### src/rtl/pe_pkg.sv
// Shared command encoding, control-state type and sizing helper for the PE router cell.
package pe_pkg;

    typedef enum logic [2:0] {
        CmdMac        = 3'b000,
        CmdShiftUp    = 3'b001,
        CmdShiftDown  = 3'b010,
        CmdShiftLeft  = 3'b011,
        CmdShiftRight = 3'b100,
        CmdLoadImage  = 3'b101,
        CmdLoadAcc    = 3'b110,
        CmdClear      = 3'b111
    } pe_cmd_e;

    typedef enum logic [1:0] {
        StIdle = 2'b00,
        StExec = 2'b01,
        StDone = 2'b10
    } pe_state_e;

    function automatic int unsigned sel_width(input int unsigned n);
        return (n > 1) ? $clog2(n) : 1;
    endfunction

endpackage

### src/rtl/pe_mac_pipe.sv
// Signed multiplier with a MAC_LATENCY-deep register pipeline; valid travels alongside the product.
module pe_mac_pipe #(
    parameter int unsigned PRECISION   = 8,
    parameter int unsigned MAC_LATENCY = 2
) (
    input  logic                          i_clk,
    input  logic                          i_reset,
    input  logic                          i_valid,
    input  logic signed [PRECISION-1:0]   i_a,
    input  logic signed [PRECISION-1:0]   i_b,
    output logic                          o_valid,
    output logic signed [2*PRECISION-1:0] o_prod
);

    localparam int unsigned PW = 2 * PRECISION;

    logic signed [PW-1:0] r_prod  [MAC_LATENCY];
    logic                 r_valid [MAC_LATENCY];
    logic signed [PW-1:0] w_prod;

    // Operands are widened before the multiply so the full signed product is kept.
    assign w_prod = PW'(i_a) * PW'(i_b);

    always_ff @(posedge i_clk) begin
        if (i_reset) begin
            for (int k = 0; k < MAC_LATENCY; k++) begin
                r_valid[k] <= 1'b0;
                r_prod[k]  <= '0;
            end
        end else begin
            r_valid[0] <= i_valid;
            r_prod[0]  <= w_prod;
            for (int k = 1; k < MAC_LATENCY; k++) begin
                r_valid[k] <= r_valid[k-1];
                r_prod[k]  <= r_prod[k-1];
            end
        end
    end

    assign o_valid = r_valid[MAC_LATENCY-1];
    assign o_prod  = r_prod[MAC_LATENCY-1];

endmodule

### src/rtl/pe_router_cell.sv
// Processing-element cell: image registers with neighbour shifting, a pipelined MAC into a
// signed accumulator, and an IDLE/EXEC/DONE handshake with done held until acknowledged.
module pe_router_cell
    import pe_pkg::*;
#(
    parameter int unsigned PRECISION        = 8,
    parameter int unsigned OUTPUT_PRECISION = 32,
    parameter int unsigned NUM_IMAGES       = 2,
    parameter int unsigned MAC_LATENCY      = 2,
    parameter int unsigned SATURATE         = 0,
    localparam int unsigned SEL_W           = sel_width(NUM_IMAGES)
) (
    input  logic                             CLK,
    input  logic                             reset,
    input  logic                             start,
    input  logic [2:0]                       cmd,
    input  logic [SEL_W-1:0]                 image_sel,
    input  logic [SEL_W-1:0]                 a_sel,
    input  logic [SEL_W-1:0]                 b_sel,
    input  logic [PRECISION-1:0]             isu,
    input  logic [PRECISION-1:0]             isd,
    input  logic [PRECISION-1:0]             isl,
    input  logic [PRECISION-1:0]             isr,
    output logic [PRECISION-1:0]             osu,
    output logic [PRECISION-1:0]             osd,
    output logic [PRECISION-1:0]             osl,
    output logic [PRECISION-1:0]             osr,
    input  logic [PRECISION-1:0]             load_data,
    input  logic [OUTPUT_PRECISION-1:0]      acc_load,
    input  logic                             ack,
    output logic                             busy,
    output logic                             done,
    output logic [OUTPUT_PRECISION-1:0]      acc,
    output logic                             overflow,
    output logic [NUM_IMAGES*PRECISION-1:0]  image_bus
);

    localparam logic [SEL_W:0] NUM_IMG_W = (SEL_W + 1)'(NUM_IMAGES);
    localparam int unsigned    OPW       = OUTPUT_PRECISION;

    pe_state_e                     r_state;
    logic [PRECISION-1:0]          r_image [NUM_IMAGES];
    logic [PRECISION-1:0]          r_osu, r_osd, r_osl, r_osr;
    logic signed [OPW-1:0]         r_acc;
    logic                          r_overflow;

    pe_cmd_e                       w_cmd;
    logic [SEL_W-1:0]              w_img_idx, w_a_idx, w_b_idx;
    logic                          w_mac_start, w_mac_valid;
    logic signed [PRECISION-1:0]   w_op_a, w_op_b;
    logic signed [2*PRECISION-1:0] w_prod;
    logic signed [OPW-1:0]         w_prod_ext, w_sum, w_sat, w_acc_next;
    logic                          w_ovf;

    // Indices past the last image register fall back to image 0.
    function automatic logic [SEL_W-1:0] fix_sel(input logic [SEL_W-1:0] sel);
        return ({1'b0, sel} < NUM_IMG_W) ? sel : '0;
    endfunction

    assign w_cmd       = pe_cmd_e'(cmd);
    assign w_img_idx   = fix_sel(image_sel);
    assign w_a_idx     = fix_sel(a_sel);
    assign w_b_idx     = fix_sel(b_sel);
    assign w_mac_start = (r_state == StIdle) && start && (w_cmd == CmdMac);
    assign w_op_a      = r_image[w_a_idx];
    assign w_op_b      = r_image[w_b_idx];

    pe_mac_pipe #(
        .PRECISION   (PRECISION),
        .MAC_LATENCY (MAC_LATENCY)
    ) u_mac_pipe (
        .i_clk   (CLK),
        .i_reset (reset),
        .i_valid (w_mac_start),
        .i_a     (w_op_a),
        .i_b     (w_op_b),
        .o_valid (w_mac_valid),
        .o_prod  (w_prod)
    );

    // Overflow: both addends share a sign that the wrapped sum does not.
    assign w_prod_ext = OPW'(w_prod);
    assign w_sum      = r_acc + w_prod_ext;
    assign w_ovf      = (r_acc[OPW-1] == w_prod_ext[OPW-1]) && (w_sum[OPW-1] != r_acc[OPW-1]);
    assign w_sat      = w_prod_ext[OPW-1] ? {1'b1, {(OPW-1){1'b0}}} : {1'b0, {(OPW-1){1'b1}}};
    assign w_acc_next = ((SATURATE != 0) && w_ovf) ? w_sat : w_sum;

    always_ff @(posedge CLK) begin
        if (reset) begin
            r_state    <= StIdle;
            r_acc      <= '0;
            r_overflow <= 1'b0;
            r_osu      <= '0;
            r_osd      <= '0;
            r_osl      <= '0;
            r_osr      <= '0;
            for (int k = 0; k < NUM_IMAGES; k++) r_image[k] <= '0;
        end else begin
            case (r_state)
                StIdle: begin
                    if (start) begin
                        r_state <= StDone;
                        unique case (w_cmd)
                            CmdMac: r_state <= StExec;
                            CmdShiftUp: begin
                                r_osu              <= r_image[w_img_idx];
                                r_image[w_img_idx] <= isu;
                            end
                            CmdShiftDown: begin
                                r_osd              <= r_image[w_img_idx];
                                r_image[w_img_idx] <= isd;
                            end
                            CmdShiftLeft: begin
                                r_osl              <= r_image[w_img_idx];
                                r_image[w_img_idx] <= isl;
                            end
                            CmdShiftRight: begin
                                r_osr              <= r_image[w_img_idx];
                                r_image[w_img_idx] <= isr;
                            end
                            CmdLoadImage: r_image[w_img_idx] <= load_data;
                            CmdLoadAcc: begin
                                r_acc      <= acc_load;
                                r_overflow <= 1'b0;
                            end
                            CmdClear: begin
                                r_acc      <= '0;
                                r_overflow <= 1'b0;
                                r_osu      <= '0;
                                r_osd      <= '0;
                                r_osl      <= '0;
                                r_osr      <= '0;
                                for (int k = 0; k < NUM_IMAGES; k++) r_image[k] <= '0;
                            end
                            default: r_state <= StDone;
                        endcase
                    end
                end
                StExec: begin
                    if (w_mac_valid) begin
                        r_acc      <= w_acc_next;
                        r_overflow <= r_overflow | w_ovf;
                        r_state    <= StDone;
                    end
                end
                StDone: begin
                    if (ack) r_state <= StIdle;
                end
                default: r_state <= StIdle;
            endcase
        end
    end

    always_comb begin
        image_bus = '0;
        for (int k = 0; k < NUM_IMAGES; k++) image_bus[k*PRECISION +: PRECISION] = r_image[k];
    end

    assign busy     = (r_state != StIdle);
    assign done     = (r_state == StDone);
    assign acc      = r_acc;
    assign overflow = r_overflow;
    assign osu      = r_osu;
    assign osd      = r_osd;
    assign osl      = r_osl;
    assign osr      = r_osr;

endmodule

### config.mk
export PLATFORM = sky130hd
export DESIGN_NAME = pe_router_cell
export DESIGN_NICKNAME = d
export VERILOG_FILES = /design/src/rtl/pe_pkg.sv /design/src/rtl/pe_mac_pipe.sv /design/src/rtl/pe_router_cell.sv
export SDC_FILE = /design/constraint.sdc
export NUM_CORES = 1
export LEC_CHECK = 0
export BUFFER_PORTS_ARGS = -buffer_cell sky130_fd_sc_hd__buf_4
export CAP_MARGIN = 20
export CELL_PAD_IN_SITES_DETAIL_PLACEMENT = 0
export CELL_PAD_IN_SITES_GLOBAL_PLACEMENT = 1
export CORE_UTILIZATION = 40
export CTS_BUF_LIST = sky130_fd_sc_hd__clkbuf_4
export DETAILED_ROUTE_END_ITERATION = 12
export GPL_TIMING_DRIVEN = 0
export PLACE_DENSITY = 0.77
export SYNTH_ARGS = -nofsm -noshare
export SYNTH_HDL_FRONTEND = slang
export SYNTH_HIERARCHICAL = 1
export SYNTH_SLANG_ARGS = --single-unit
### constraint.sdc
create_clock -name CLK -period 10.93 [get_ports CLK]
set_input_delay 0.5465 -clock CLK [delete_from_list [all_inputs] [get_ports CLK]]
set_output_delay 0.5465 -clock CLK [all_outputs]
set_load 0.005 [all_outputs]
==> reports/summary.txt, run 1 <==
Number of nets in the layout - 1,478
FF/Latch Area - 0.00250 mm^2
Worst hold start - ack
WP data required - 11,390 ps
Dpl hpwl - 21.2 mm
Crit start category - flip-flop
I/O Buffers - 160
Slew Viols, Final - 0
Total Power - 1440 uW
Kind of critical path - reg2reg
Crit path max fanout - 8
Final period util - 45.1%
Final GP Congestion - 0.920
Leak - 0.00517 uW
Share of layout cells above drive strength 1 - 20.7%
Slowest CP cell - fa_1
Main flop type after synthesis - dfxtp_1
Final min period - 4930 ps
Clock Latency Late Sink - 550 ps
CP Cell Sequence - mux2_2, and2_1, fa_1, inv_1, fa_1, inv_1, fa_1, inv_1, fa_1, inv_1, ha_1, o21a_1, o32ai_2, or4_1, nand3_1
Die width - 156 um
Vias per cell - 5.24
CP top delay family - adder cells
Synth warn - 6
Crit path buf inv count - 4
Status - complete, no violations
Flop2flop setup slack - 6000 ps
Worst R2R Path Depth - 15
First drt pass iteration count - 7
Largest net degree at the start of global routing - 21
Yosys cell types - 74
Area growth from synthesis to layout - 19.7%
Avg Cell Area, Syn - 8.59 um^2
Clock Tree Root - clkbuf_4
Max-cap violations - 0
Post-synth net total - 1,299
Share of the synthesized area in the top cell type - 21.4%
Footprint of the multi-input gates - 0.00619 mm^2
Wirelength, routed - 26.9 mm
Top Ports - 165
Post-CTS Resized - 0
Largest cells by area after synthesis - dfxtp_1 21%, fa_1 12%, ha_1 7.9%
GRT Resource Usage Total - 22.7%
Num CTS Buffers - 17
Synth top cells by count - 120 x nor2_1, 101 x dfxtp_1, 92 x inv_1
Synth Register Bits - 117
Number of global-route vias before repair - 8,325
Area leader, netlist - dfxtp_1
Placed cell count - 1,574
Unrepaired setup endpoints after global routing - no
Hold Path Cell Cnt - 3
Clock Skew - 30.5 ps
Htree depth - 4
Post-CTS Hold Buffers - 0
Global-route wire length before repair - 43.0 mm
Synth Cell Area - 0.00946 mm^2
Worst Hold Path EP - r_state[1]
Layout Utilization - 49.4%
Via total after detailed routing - 8,425
Sequential area share after synthesis - 26.5%
Post-DRT Antenna Nets - 0
Worst Path Arrival - 5390 ps
Final setup viols - 0
# fillers - 2,309
Dpl cell area - 0.0111 mm^2
CP Launch Point - r_image[1][3]
Hold Crit Class - in2reg
Row count - 55
Max frequency - 203 MHz
Worst-margin pin slew - 954 ps
Post-Syn Instances - 1,101
Design area - 0.0113 mm^2
Clk buf depth - 2
Wire length per cell - 16.7 um
Cell with the most instances after synthesis - nor2_1
Crit-path max cell delay - 560 ps
Post-CTS setup buffer count - 0
Drt drc - 0
R2R Path End - u_mac_pipe/r_prod[0][14]
Clock Pin Slew Worst Setup and Hold Paths - 140 ps
Final Hold Fails - 0
CTS tree - built
Antenna violations before repair - 1
Iter 0 DRT Violations - 357
Die Y - 156 um
Setup TNS - 0 ps
Core footprint - 0.0229 mm^2
EDFF count, synth - 16
Starting density of the core - 41.3%
Worst slew margin - 36.4%
Die Area - 0.0243 mm^2
PD cells - 127 mW/mm^2
Overflow after GRT - 0
Reg2reg start - r_image[1][3]
# clock sinks - 117
Async S/R FF share, synth - 0%
Final cell count without fillers - 1,607
Peak supply drop - 0.0686 mV
Crit end category - flip-flop
## worst max path at each step
stage	slack [ps]	end	depth (start not counted)
finish	6000	u_mac_pipe/r_prod[0][14]	15
floorplan	5950	u_mac_pipe/r_prod[0][14]	16
CTS	5990	u_mac_pipe/r_prod[0][14]	15
detailed placement	5510	u_mac_pipe/r_prod[0][15]	17
global placement	5530	u_mac_pipe/r_prod[0][15]	17
global route	5780	u_mac_pipe/r_prod[0][13]	16
## area by class of cell
cell class / instances / area share, %
Sequential cell: 117 / 22.1
Antenna cell: 1 / 0.0221
Timing Repair Buffer: 160 / 10.6
Inverter: 92 / 3.05
Buffer: 70 / 3.69
Clock buffer: 17 / 1.13
Multi-Input combinational cell: 822 / 54.7
Tap cell: 313 / 3.46
Clock inverter: 15 / 1.26
## cell families (layout without fill, tap and decap cells)
group                    Yosys count  count (layout)  share of synthesized area, %
AND/OR/NAND/NOR                  392             392                          20.5
AO/OA/AOI/OAI                    223             223                          15.8
multiplexers                      55              55                          6.06
adder cells (fa/ha/maj)          116             116                          19.8
buffers and inverters            162             354                          8.07
other                              0               1                             0
flip-flops                       117             117                          26.5
XOR/XNOR                          36              36                          3.33
## report_power, final
part	internal, uW	switching (uW)	total (uW)
clock network	118	200	317
logic	278	350	628
registers	478	20.0	498
total	874	569	1440
## metrics by stage
stage | setup WS [ps] | hold WS [ps]
finish | 6000 | 289
global route | 5780 | 252
CTS | 5990 | 238
detailed placement | 5510 | 420
global placement | 5530 | 422
floorplan | 5950 | 414
## worst register-to-register path, stage by stage (launching register included)
cell and delay (ps):
edfxtp_1 490, mux2_2 390, and2_1 240, fa_1 550, inv_1 140, fa_1 560, inv_1 50, fa_1 530
inv_1 50, fa_1 530, inv_1 40, ha_1 350, o21a_1 160, o32ai_2 100, or4_1 520, nand3_1 130
## layout by cell type (no fill, tap or decap), types with 6 or more instances in the layout
cell	Yosys	layout
nor2b_1	40	40
o211ai_1	6	6
buf_4	18	178
ha_1	60	60
nor2_1	120	120
a221oi_1	19	19
mux2_2	17	17
inv_6	0	6
a21o_1	14	14
and2_1	47	47
nor3_1	48	48
o21a_1	10	10
o21ai_0	31	31
a211oi_1	12	12
xor2_1	13	13
fa_1	56	56
inv_1	92	92
clkbuf_4	0	17
a21oi_1	84	84
clkbuf_1	33	33
dfxtp_1	101	101
mux2i_1	37	37
nand2_1	72	72
buf_2	6	6
nand3_1	21	21
nand4_1	10	10
or3_1	6	6
edfxtp_1	16	16
xnor2_1	23	23
## flip-flops by register name, summed over array words and instances (netlist names)
register            count
u_mac_pipe/r_valid      2
r_image                16
osr                     8
acc                    32
osl                     8
r_state                 2
overflow                1
u_mac_pipe/r_prod      32
osu                     8
osd                     8
## per-layer routing
layer	wire length, um	GRT usage [%]	vias up
met5	0	0	-
met4	320	5.23	0
met3	1610	3.94	25
met2	13100	39.0	280
met1	11800	29.6	3983
li1	-	-	4137
(Power assumes the default switching activity.)
==> run 2: changes to the inputs <==
- clock period: 10.93 -> 4.65 ns (I/O delays scaled with it)
==> run 2 against run 1 <==
  * Die area stayed put
  * Cell area is 6.3% higher
  * Wire length is 2.6% higher
  * Register-to-register slack worse by 5900 ps
  * Worst hold slack worse by 260 ps
  * Flip-flop and latch count stayed put
  * First-iteration DRC count is 17% higher
  * Count of clock-buffer cells in the layout stayed put
==> reports/summary.txt, run 2 (synthesized netlist as in run 1, its figures left out) <==
Crit start category - flip-flop (unchanged)
Clock group share of total power - 22.1% (was 22.0%)
Most frequent CP cell - fa_1
Leak - 0.00553 uW (was 0.00517 uW)
Post-route worst setup slack - 101 ps (was 6000 ps)
Max frequency - 220 MHz (was 203 MHz)
Peak supply drop - 0.189 mV (was 0.0686 mV)
I/O Buffers - 160 (unchanged)
Final min period - 4550 ps (was 4930 ps)
GRT Resource Usage Total - 23.1% (was 22.7%)
Crit end category - flip-flop (unchanged)
Via total after detailed routing - 8,624 (was 8,425)
Iter 0 DRT Violations - 419 (was 357)
Vias per cell - 5.17 (was 5.24)
Dpl cell area - 0.0111 mm^2 (about the same)
Die Area - 0.0243 mm^2 (unchanged)
Comb pwr share - 45.9% (was 43.5%)
Cell-internal power - 2240 uW (was 874 uW)
Clock Skew - 26.4 ps (was 30.5 ps)
Antenna violations before repair - 1 (unchanged)
Final Hold Fails - 0 (unchanged)
Clock Latency Late Sink - 560 ps (was 550 ps)
Number of global-route vias before repair - 8,559 (was 8,325)
Top Ports - 165 (unchanged)
# clock sinks - 117 (unchanged)
Area growth from synthesis to layout - 27.3% (was 19.7%)
Post-DRT Antenna Nets - 0 (unchanged)
Wire length per cell - 16.5 um (was 16.7 um)
Hold slack - 27.8 ps (was 289 ps)
Starting density of the core - 41.3% (unchanged)
Largest net degree at the start of global routing - 21 (unchanged)
Sequential Power Share - 32.0% (was 34.5%)
Drt drc - 0 (unchanged)
Status - complete, no violations (unchanged)
Commonest non-fill, non-tap cell in the layout - buf_4 (unchanged)
First drt pass iteration count - 7 (unchanged)
Row count - 55 (unchanged)
Core footprint - 0.0229 mm^2 (unchanged)
Crit-path max cell delay - 540 ps (was 560 ps)
Global-route wire length before repair - 43.9 mm (was 43.0 mm)
CP Cell Sequence - mux2_4, and2_1, fa_1, fa_1, fa_1, inv_1, fa_1, inv_1, ha_4, o21a_1, o21a_1, o32ai_4, or4_4, nand3_2 (was mux2_2, and2_1, fa_1, inv_1, fa_1, inv_1, fa_1, inv_1, fa_1, inv_1, ha_1, o21a_1, o32ai_2, or4_1, nand3_1)
Clock Pin Slew Worst Setup and Hold Paths - 130 ps (was 140 ps)
Clock Tree Root - clkbuf_4 (unchanged)
Worst-margin pin slew - 920 ps (was 954 ps)
Crit path buf inv count - 2 (was 4)
Max-cap violations - 0 (unchanged)
PD cells - 303 mW/mm^2 (was 127 mW/mm^2)
Layout Utilization - 52.5% (was 49.4%)
Share of layout cells above drive strength 1 - 25.5% (was 20.7%)
Worst slew margin - 38.6% (was 36.4%)
Htree depth - 4 (unchanged)
Slew Viols, Final - 0 (unchanged)
Dpl ws - -249 ps (was 5510 ps)
Slowest CP cell - fa_1 (unchanged)
Kind of critical path - reg2reg (unchanged)
Number of nets in the layout - 1,537 (was 1,478)
Overflow after GRT - 0 (unchanged)
NetSw - 1410 uW (was 569 uW)
Clk buf depth - 2 (unchanged)
CTS tree - built (unchanged)
Most frequent cells in the layout - 222 x buf_4, 119 x nor2_1, 101 x dfxtp_1 (was 178 x buf_4, 120 x nor2_1, 101 x dfxtp_1)
Switch share - 38.7% (was 39.4%)
Final GP Congestion - 0.927 (was 0.920)
Final setup viols - 0 (unchanged)
Dpl hpwl - 21.2 mm (about the same)
Die Y - 156 um (unchanged)
Num CTS Buffers - 17 (unchanged)
Wirelength, routed - 27.6 mm (was 26.9 mm)
Design area - 0.0120 mm^2 (was 0.0113 mm^2)
Final period util - 97.8% (was 45.1%)
Worst Path Arrival - 5040 ps (was 5390 ps)
WP data required - 5140 ps (was 11,390 ps)
Die width - 156 um (unchanged)
Hold Crit Class - in2reg (unchanged)
Crit path max fanout - 8 (unchanged)
CP top delay family - adder cells (unchanged)
[run 2: cell count changes in the layout (fill, tap and decap cells not counted), moves of 5 or more]
cell | before | now
and2_1 | 47 | 42
and2_4 | 0 | 5
buf_4 | 178 | 222
dlygate4sd3_1 | 0 | 15
ha_1 | 60 | 51
ha_4 | 0 | 6
mux2_2 | 17 | 5
mux2_4 | 0 | 12
[run 2: routing by layer]
metal / routed length (um) / track usage (%) / vias up
li1: - / - / 4250
met1: 12100 / 29.3 / 4102
met2: 13600 / 40.8 / 249
met3: 1580 / 4.42 / 23
met4: 275 / 4.53 / 0
met5: 0 / 0 / -
[run 2: layout make-up]
class / instances / area [um^2]
diodes: 2 / 5.00
inverters: 92 / 345
multi-input cells: 822 / 6390
well taps: 313 / 392
repair buffers: 219 / 1680
flip-flops and latches: 117 / 2500
clock buffers: 17 / 128
fillers: 2224 / 10900
plain buffers: 70 / 420
clock inverters: 15 / 170
[run 2: what timing repair did]
| action | 4_1_cts | 5_1_grt |
|---|---|---|
| endpoints found under the setup margin | 4 | 4 |
| buffers inserted | 20 | 24 |
| hold endpoints to repair | 16 | 0 |
| resized for setup | 16 | 33 |
| hold buffers | 15 | 0 |
| gates cloned | 0 | 0 |
| pin swaps | 2 | 26 |
[run 2: power by group through the flow]
| stage | Sequential, uW | Clock [uW] | Combinational (uW) |
|---|---|---|---|
| after floorplan | 1180 | 0 | 1090 |
| after global placement | 1190 | 0 | 1460 |
| after detailed placement | 1200 | 0 | 1470 |
| after CTS | 1170 | 825 | 1570 |
| after global routing | 1180 | 872 | 1880 |
| final | 1170 | 808 | 1680 |
[run 2: final timing paths]
kind | startpoint | slack (ps) | cells after the start | endpoint
max reg2reg | r_image[0][4] | 100 | 14 | u_mac_pipe/r_prod[0][14]
min | acc_load[3] | 30 | 3 | acc[3]
max | r_image[0][4] | 100 | 14 | u_mac_pipe/r_prod[0][14]
min reg2reg | u_mac_pipe/r_prod[0][1] | 450 | 1 | u_mac_pipe/r_prod[0][17]
[run 2: worst reg2reg max path, stage by stage, from the launching register on]
cell	delay, ps
edfxtp_1	450
mux2_4	350
and2_1	190
fa_1	490
fa_1	530
fa_1	540
inv_1	50
fa_1	530
inv_1	70
ha_4	300
o21a_1	130
o21a_1	160
o32ai_4	120
or4_4	490
nand3_2	80
[run 2: through the flow]
stage	power, uW	cells	setup TNS [ps]
floorplan	2270	1101	0
detailed placement	2670	1574	-780
finish	3650	1667	0
global route	3930	1667	-31.2
global placement	2650	1574	-768
CTS	3560	1641	0
==> run 3: changes to the inputs <==
- ABC_AREA: default -> 1
- CORE_ASPECT_RATIO: default -> 0.9
- PLACE_DENSITY: 0.77 -> 0.8
==> run 3 against run 2 <==
  * Cell count is 27% higher
  * Power is 6.3% lower
  * Setup slack better by 140 ps
  * Synthesized cell count is 41% higher
  * First-iteration DRC count is 79% higher
  * Largest power group unchanged
==> reports/summary.txt, run 3 <==
Status - complete, no violations (unchanged)
Worst Path Arrival - 4870 ps (was 5040 ps)
Share of layout cells above drive strength 1 - 16.4% (was 25.5%)
Comb pwr share - 41.3% (was 45.9%)
Leak - 0.00675 uW (was 0.00553 uW)
Final min period - 4410 ps (was 4550 ps)
Crit path buf inv count - 6 (was 2)
Post-synthesis mux area share - 0% (was 6.06%)
Most frequent cells in the layout - 419 x nand2_1, 304 x inv_1, 191 x buf_4 (was 222 x buf_4, 119 x nor2_1, 101 x dfxtp_1)
Worst hold start - load_data[5] (was acc_load[3])
Crit start category - flip-flop (unchanged)
Synth Register Bits - 117 (unchanged)
Post-DRT Antenna Nets - 0 (unchanged)
Dpl hpwl - 24.5 mm (was 21.2 mm)
Final period util - 94.8% (was 97.8%)
Row count - 54 (was 55)
Main combinational cell family by area after synthesis - simple AND/OR/NAND/NOR gates (unchanged)
Complex-gate fraction of the synthesized area - 12.5% (was 15.8%)
First drt pass iteration count - 5 (was 7)
Commonest non-fill, non-tap cell in the layout - nand2_1 (was buf_4)
Num CTS Buffers - 17 (unchanged)
Flop2flop setup slack - 240 ps (was 100 ps)
Synth warn - 6 (unchanged)
Area leader, netlist - dfxtp_1 (unchanged)
Worst Hold Path EP - r_image[0][5] (was acc[3])
Switch share - 41.2% (was 38.7%)
Post-synth net total - 1,746 (was 1,299)
Design area - 0.0124 mm^2 (was 0.0120 mm^2)
Share of the synthesized area in the top cell type - 20.0% (was 21.4%)
Worst R2R Path Depth - 21 (was 14)
Yosys cell types - 41 (was 74)
Number of global-route vias before repair - 9,395 (was 8,559)
Clk buf depth - 2 (unchanged)
Clock Tree Root - clkbuf_4 (unchanged)
Core footprint - 0.0245 mm^2 (was 0.0229 mm^2)
Worst slew margin - 50.7% (was 38.6%)
Post-route worst setup slack - 242 ps (was 101 ps)
Worst-margin pin slew - 740 ps (was 920 ps)
Via total after detailed routing - 9,937 (was 8,624)
Largest cells by area after synthesis - dfxtp_1 20%, nand2_1 16%, inv_1 11% (was dfxtp_1 21%, fa_1 12%, ha_1 7.9%)
Die Y - 153 um (was 156 um)
NetSw - 1410 uW (about the same)
WP data required - 5110 ps (was 5140 ps)
Synth Cell Area - 0.0101 mm^2 (was 0.00946 mm^2)
Overflow after GRT - 0 (unchanged)
CP top delay family - adder cells (unchanged)
Wirelength, routed - 30.4 mm (was 27.6 mm)
Post-synthesis xor/xnor area fraction - 1.39% (was 3.33%)
Starting density of the core - 41.2% (was 41.3%)
Max frequency - 227 MHz (was 220 MHz)
Cell with the most instances after synthesis - nand2_1 (was nor2_1)
I/O Buffers - 162 (was 160)
Final setup viols - 0 (unchanged)
Dpl cell area - 0.0117 mm^2 (was 0.0111 mm^2)
Crit-path max cell delay - 580 ps (was 540 ps)
Global-route wire length before repair - 49.0 mm (was 43.9 mm)
Drt drc - 0 (unchanged)
Peak supply drop - 0.147 mV (was 0.189 mV)
Crit end category - flip-flop (unchanged)
Avg Cell Area, Syn - 6.53 um^2 (was 8.59 um^2)
Top Ports - 165 (unchanged)
Vias per cell - 4.71 (was 5.17)
Crit path max fanout - 8 (unchanged)
Adder-cell share of the synthesized area - 18.5% (was 19.8%)
Reg2reg start - r_image[1][4] (was r_image[0][4])
Cell-internal power - 2010 uW (was 2240 uW)
Dpl ws - -407 ps (was -249 ps)
GRT Resource Usage Total - 24.1% (was 23.1%)
Slowest CP cell - fa_1 (unchanged)
Area growth from synthesis to layout - 22.7% (was 27.3%)
Hold Path Cell Cnt - 3 (unchanged)
# clock sinks - 117 (unchanged)
Die Area - 0.0259 mm^2 (was 0.0243 mm^2)
Post-Syn Instances - 1,548 (was 1,101)
Kind of critical path - reg2reg (unchanged)
Hold Crit Class - in2reg (unchanged)
Simple-Gate Fraction of Synth Area - 27.5% (was 20.5%)
Wire length per cell - 14.4 um (was 16.5 um)
Final GP Congestion - 0.939 (was 0.927)
Clock Skew - 42.4 ps (was 26.4 ps)
PD cells - 276 mW/mm^2 (was 303 mW/mm^2)
Largest net degree at the start of global routing - 20 (was 21)
Main flop type after synthesis - dfxtp_1 (unchanged)
Clock Latency Late Sink - 570 ps (was 560 ps)
Number of nets in the layout - 1,956 (was 1,537)
CTS tree - built (unchanged)
Async S/R FF share, synth - 0% (unchanged)
EDFF count, synth - 16 (unchanged)
Sequential Power Share - 34.8% (was 32.0%)
Antenna violations before repair - 1 (unchanged)
Clock Pin Slew Worst Setup and Hold Paths - 130 ps (about the same)
Htree depth - 4 (unchanged)
R2R Path End - u_mac_pipe/r_prod[0][15] (was u_mac_pipe/r_prod[0][14])
CP Cell Sequence - nand2_1, o21ai_0, clkbuf_2, nand2_1, inv_1, fa_1, inv_2, fa_1, inv_1, fa_1, inv_1, fa_1, inv_1, ha_4, nand2_1, nor2_1, nand3_1, nand3_1, nand3_1, nand2_1, nor2_1 (was mux2_4, and2_1, fa_1, fa_1, fa_1, inv_1, fa_1, inv_1, ha_4, o21a_1, o21a_1, o32ai_4, or4_4, nand3_2)
Max-cap violations - 0 (unchanged)
Iter 0 DRT Violations - 751 (was 419)
Clock group share of total power - 23.9% (was 22.1%)
Sequential area share after synthesis - 24.8% (was 26.5%)
Die width - 170 um (was 156 um)
Synth top cells by count - 420 x nand2_1, 306 x inv_1, 134 x nor2_1 (was 120 x nor2_1, 101 x dfxtp_1, 92 x inv_1)
Final Hold Fails - 0 (unchanged)
Slew Viols, Final - 0 (unchanged)
run 3: changes by cell type after synthesis, moves of 19 or more:
cell | before | now
nor2b_1 | 40 | 0
nand3_1 | 21 | 87
a21oi_1 | 84 | 116
o21ai_0 | 31 | 80
nor3_1 | 48 | 6
mux2i_1 | 37 | 0
xnor2_1 | 23 | 3
inv_1 | 92 | 306
a221oi_1 | 19 | 0
and2_1 | 47 | 0
nand2_1 | 72 | 420
run 3: cell families after synthesis:
family          count (synthesis)
buf+inv                       385
compound gates                237
simple gates                  677
xor+xnor                       16
fa+ha+maj                     116
flops                         117
run 3: power by group through the flow:
stage | clock (uW) | combinational [uW] | sequential (uW)
after floorplan | 0 | 969 | 1200
after global placement | 0 | 1340 | 1210
after detailed placement | 0 | 1360 | 1210
after CTS | 834 | 1380 | 1190
after global routing | 876 | 1630 | 1200
final | 818 | 1410 | 1190
run 3: repair_timing:
| item | 4_1_cts | 5_1_grt |
|---|---|---|
| endpoints found under the setup margin | 8 | 8 |
| endpoints found under the hold margin | 29 | 0 |
| pin swaps | 0 | 3 |
| gates resized for setup | 3 | 47 |
| hold buffers | 22 | 0 |
| setup buffers | 0 | 7 |
run 3: through the flow:
stage / total power, uW / util (%) / hold WS, ps / setup TNS (ps) / cells
floorplan: 2170 / - / 375 / 0 / 1548
global placement: 2560 / 47.9 / 392 / -2270 / 2046
detailed placement: 2570 / 47.9 / 393 / -2780 / 2046
CTS: 3410 / 50.0 / 10.1 / 0 / 2100
global route: 3710 / 50.6 / 8.81 / -45.8 / 2109
finish: 3420 / 50.6 / 40.0 / 0 / 2109
run 3: worst min-delay path, stage by stage:
cell and delay, ps:
buf_4 80, o21ai_1 80, nor2_1 90
run 3: worst max path at each step:
stage / startpoint / end / slack [ps] / cells past startpoint
CTS: r_image[1][0] / u_mac_pipe/r_prod[0][14] / 30 / 19
global route: r_image[1][7] / u_mac_pipe/r_prod[0][14] / -30 / 21
floorplan: b_sel / u_mac_pipe/r_prod[0][12] / 270 / 19
finish: r_image[1][4] / u_mac_pipe/r_prod[0][15] / 240 / 21
global placement: b_sel / u_mac_pipe/r_prod[0][14] / -350 / 20
detailed placement: b_sel / u_mac_pipe/r_prod[0][14] / -410 / 20
run 3: area by class of cell:
class,instances,area [um^2]
sequential,117,2500
fill,2566,12100
clock buffer,17,128
inverter,318,1200
timing repair buffer,191,1490
tap,336,420
buffer,67,374
antenna,2,5.00
clock inverter,15,174
multi-input combinational,1046,6110
run 3: layer usage:
layer  global-route usage (%)  up-vias  share of wire [%]
met5                        0        -                  0
met1                     34.9     4538                 50
met4                     5.11        0               0.86
li1                         -     5172                  -
met3                     3.04       20                3.6
met2                     38.3      207                 45
